--- src/rtl/serial_sub_unit_pkg.sv ---
// Shared types for the bit-serial subtractor: FSM state encoding.
package serial_sub_unit_pkg;

  typedef enum logic [1:0] {
    IDLE  = 2'd0,
    SHIFT = 2'd1,
    DONE  = 2'd2
  } state_e;

endpackage

--- src/rtl/serial_sub_unit_full_sub_bit.sv ---
// One-bit full subtractor cell: d = x - y - bin, with borrow out.
module full_sub_bit (
  input  logic x,
  input  logic y,
  input  logic bin,
  output logic d,
  output logic bo
);

  assign d  = x ^ y ^ bin;
  assign bo = (~x & y) | (~(x ^ y) & bin);

endmodule

--- src/rtl/serial_sub_unit.sv ---
// Bit-serial subtractor: diff = a - b, one bit per clock LSB first, borrow held in a flop.
module serial_sub_unit
  import serial_sub_unit_pkg::*;
#(
  parameter int WIDTH = 8
) (
  input  logic             clk,
  input  logic             rst,
  input  logic             start,
  input  logic [WIDTH-1:0] a,
  input  logic [WIDTH-1:0] b,
  output logic             busy,
  output logic             done,
  output logic [WIDTH-1:0] diff,
  output logic             bout
);

  localparam int CW = $clog2(WIDTH);
  localparam logic [CW-1:0] LAST = CW'(WIDTH - 1);

  state_e           state_q, state_d;
  logic [WIDTH-1:0] a_sr_q, a_sr_d;
  logic [WIDTH-1:0] b_sr_q, b_sr_d;
  // Bit 0 of the result register would be shifted out before completion, so only WIDTH-1 bits are kept.
  logic [WIDTH-2:0] res_sr_q, res_sr_d;
  logic             borrow_q, borrow_d;
  logic [CW-1:0]    cnt_q, cnt_d;
  logic [WIDTH-1:0] diff_q, diff_d;
  logic             bout_q, bout_d;

  logic             cell_d;
  logic             cell_bo;
  logic [WIDTH-1:0] res_next;

  full_sub_bit u_cell (
    .x   (a_sr_q[0]),
    .y   (b_sr_q[0]),
    .bin (borrow_q),
    .d   (cell_d),
    .bo  (cell_bo)
  );

  assign res_next = {cell_d, res_sr_q};

  always_comb begin
    state_d  = state_q;
    a_sr_d   = a_sr_q;
    b_sr_d   = b_sr_q;
    res_sr_d = res_sr_q;
    borrow_d = borrow_q;
    cnt_d    = cnt_q;
    diff_d   = diff_q;
    bout_d   = bout_q;

    case (state_q)
      IDLE: begin
        if (start) begin
          state_d  = SHIFT;
          a_sr_d   = a;
          b_sr_d   = b;
          borrow_d = 1'b0;
          cnt_d    = '0;
        end
      end
      SHIFT: begin
        a_sr_d   = a_sr_q >> 1;
        b_sr_d   = b_sr_q >> 1;
        res_sr_d = res_next[WIDTH-1:1];
        borrow_d = cell_bo;
        cnt_d    = cnt_q + 1'b1;
        if (cnt_q == LAST) begin
          state_d = DONE;
          diff_d  = res_next;
          bout_d  = cell_bo;
        end
      end
      DONE:    state_d = IDLE;
      default: state_d = IDLE;
    endcase
  end

  always_ff @(posedge clk) begin
    if (rst) begin
      state_q  <= IDLE;
      a_sr_q   <= '0;
      b_sr_q   <= '0;
      res_sr_q <= '0;
      borrow_q <= 1'b0;
      cnt_q    <= '0;
      diff_q   <= '0;
      bout_q   <= 1'b0;
    end else begin
      state_q  <= state_d;
      a_sr_q   <= a_sr_d;
      b_sr_q   <= b_sr_d;
      res_sr_q <= res_sr_d;
      borrow_q <= borrow_d;
      cnt_q    <= cnt_d;
      diff_q   <= diff_d;
      bout_q   <= bout_d;
    end
  end

  assign busy = (state_q == SHIFT);
  assign done = (state_q == DONE);
  assign diff = diff_q;
  assign bout = bout_q;

endmodule

--- config.mk ---
export PLATFORM = sky130hd
export DESIGN_NAME = serial_sub_unit
export DESIGN_NICKNAME = d
export VERILOG_FILES = /design/src/rtl/serial_sub_unit_pkg.sv /design/src/rtl/serial_sub_unit_full_sub_bit.sv /design/src/rtl/serial_sub_unit.sv
export SDC_FILE = /design/constraint.sdc
export NUM_CORES = 1
export LEC_CHECK = 0
export CAP_MARGIN = 0
export CORE_ASPECT_RATIO = 2
export CORE_MARGIN = 3
export CORE_UTILIZATION = 46
export CTS_BUF_LIST = sky130_fd_sc_hd__clkbuf_16
export DETAILED_ROUTE_END_ITERATION = 16
export PLACE_DENSITY = 0.86
export SETUP_SLACK_MARGIN = 0.3
export SLEW_MARGIN = 20
export SYNTH_ARGS = -nofsm -noshare
export SYNTH_HDL_FRONTEND = slang
export SYNTH_SLANG_ARGS = --single-unit
--- constraint.sdc ---
create_clock -name clk -period 1.2 [get_ports clk]
set_input_delay 0.12 -clock clk [delete_from_list [all_inputs] [get_ports clk]]
set_output_delay 0.12 -clock clk [all_outputs]
set_load 0.05 [all_outputs]
==> results.ini <==
[run_status]
status = finished with violations
failed_checks = negative setup slack

[route]
post-route-drc-count = 0
wl_per_cell_um = 26.0
drtAntennaViolNets = 0
routed_wirelength_mm = 6.65
vias_per_cell = 6.19
drt_iter0_drc = 74
drt_pass1_iterations = 6
vias = 1584

[sta]
min_period_ps = 1340
drv_slew = 0
holdWs_ps = 465
setup_ws_ps = -143
period_share_pct = 112
worstMarginPinSlew_ps = 335
finClkSkew_ps = 5.92
rsz0062_at_grt = true
slew_headroom_pct = 77.0
max_freq_mhz = 745
finalSetupViolations = 21
hold_viol = 0
finalSetupTns_ps = -1560

[placement]
port_buffers = 29
hpwl_mm = 2.64
place.gp.congestion = 0.753

[floorplan]
fp.dieW_um = 47.6
coreArea_sq_um = 3230
dieArea_sq_um = 4240
die_h_um = 89.2
io_pins = 30
initial_core_util_pct = 49.3
rows = 29

[clocking]
cts_tree = done
numCtsBuffers = 5
htree_num_levels = 2
cts_hold_buf = 0
ctsRootBufferMaster = clkbuf_16
path_clk_slew_ps = 60
clock_latency_ps = 290
clockBufferDepth = 2
cts.sinks = 38

[power_and_ir_drop]
seq_power_share_pct = 38.9
intPower_mw = 2.63
comb_power_share_pct = 17.9
peakVddDrop_mv = 1.80
pwr_density_cell_nw_per_um2 = 1250
p_switching_uw = 936
p_sw_share_pct = 26.2
p_leak_nw = 1.10
clock_power_share_pct = 43.2

[global_routing]
overflow = 0
first_global_vias = 1609
grt_use_total_pct = 30.2
antenna_found_initial = 0
grt_pass1_wl_mm = 8.66
grt_max_degree = 27

[synth]
synth_largest_area_cell = dfxtp_1
async_flop_share_pct = 0
yosysMostFrequentCell = dfxtp_1
syn_area_sq_um = 1590
synthFlopType = dfxtp_1
syn_nets = 188
synth_area_leaders = dfxtp_1 48%, mux2i_1 8.8%, a211oi_2 7.9%
synth.avg_cell_area_sq_um = 9.59
yosysSeqAreaShare_pct = 47.8
yosys_warnings = 0
ys_seq_elements = 38
syn_inst = 166
synth_edf_count = 0
synth_cell_type_count = 25
synth_top_area_share_pct = 47.8
ys_top_cells_by_count = 38 x dfxtp_1, 30 x nand2_1, 22 x nor2_1

[critical_path]
rrSetupSlack_ps = -140
crit_fanout = 4
reg2reg_depth = 6
critPathLaunchType = register
path_class = register to register
end_kind = register
crit_arrival_ps = 1550
r2r_end = diff[1]
reg2reg_from = cnt_q[0]
crit_required_ps = 1410

[finish]
area_growth_pct = 79.2
seqCellArea_sq_um = 785
finalNetCount = 246
final_util_pct = 88.3
nFillCells = 127
multi_input_area_sq_um = 1030
antennaDiodeCount = 0
layout-drive-gt1-share_pct = 60.9

[min_path]
hold_class = register to register
hold_depth = 2
hold_start = res_sr_q[0]
hold_path_end = diff[0]

[run]
drv_cap = 0

[power groups by stage]
stage / Combinational [mW] / Clock (mW) / Sequential, mW
global route: 0.659 / 1.58 / 1.39
finish: 0.638 / 1.54 / 1.39
floorplan: 0.257 / 0 / 1.38
CTS: 0.542 / 1.52 / 1.37
global placement: 0.355 / 0 / 1.38
detailed placement: 0.376 / 0 / 1.39
[worst max-delay path: stages, from the launching register on]
cell and delay, ps:
dfxtp_2 370, ha_4 150, ha_4 140, and3b_2 240, buf_6 140, nand2_4 60
a21oi_2 160
[flip-flops by register name, summed over array words and instances, names as in the netlist]
name / flops
a_sr_q: 8
b_sr_q: 8
diff: 8
res_sr_q: 7
cnt_q: 3
state_q: 2
borrow_q: 1
bout: 1
[per-stage QoR]
stage | total power [mW] | cell area, sq um | setup WS [ps] | cells
after floorplan | 1.63 | 1680 | 33.1 | 166
after detailed placement | 1.77 | 2120 | -124 | 227
final | 3.57 | 2850 | -143 | 256
after CTS | 3.43 | 2690 | -25.2 | 252
after global routing | 3.63 | 2850 | -147 | 256
after global placement | 1.74 | 2120 | -62.8 | 227
[metal layers]
layer  wire length [um]  share of wire (%)  global-route usage [%]
met1               2320                 35                    33.2
met2               3620                 54                    52.7
met3                293                4.4                    5.04
met4                411                6.2                    15.2
met5                  0                  0                       0
[placed cells by master (no fill, tap or decap), types with 2 or more instances in the layout]
master	count
a211oi_2	17
a21oi_1	2
a21oi_2	13
a22oi_2	4
buf_12	14
buf_16	2
buf_4	12
buf_6	14
buf_8	3
clkbuf_16	5
clkdlybuf4s50_1	18
clkinvlp_4	2
dfxtp_1	23
dfxtp_2	13
dfxtp_4	2
ha_4	2
inv_2	2
mux2i_1	10
mux2i_2	3
nand2_1	19
nand2_2	6
nand2_4	5
nor2_1	15
nor2_4	7
[kinds of logic (layout without fill, tap and decap cells)]
kind of cell | count (synthesis) | after routing | share of synthesized area (%)
flops | 38 | 38 | 47.8
compound gates | 39 | 39 | 19.4
buf+inv | 15 | 74 | 6.60
mux | 14 | 14 | 8.80
simple gates | 57 | 57 | 14.5
fa+ha+maj | 3 | 3 | 2.83
[cell type report]
cell class              count  share of cell area [%]
inverters                   3                   0.658
clock inverters             3                    1.58
repair buffers             63                    28.3
flip-flops and latches     38                    27.5
clock buffers               5                    4.39
well taps                  31                    1.36
multi-input cells         113                    36.2
[how the worst max path moves through the flow]
stage                        start   endpoint  slack (ps)  cells after the start
after detailed placement     start   cnt_q[0]        -120                      4
after global placement       start  b_sr_q[0]         -60                      5
final                     cnt_q[0]    diff[1]        -140                      6
after global routing      cnt_q[0]    diff[1]        -150                      6
after CTS                 borrow_q    diff[7]         -30                      4
after floorplan           cnt_q[0]       bout          30                      6
[what timing repair did]
item,4_1_cts,5_1_grt
gates resized for setup,65,35
setup buffers,15,4
hold endpoints to repair,0,0
cloned,2,0
pin swaps,23,18
endpoints found under the setup margin,49,45
Power figures use the tool's default switching activity.
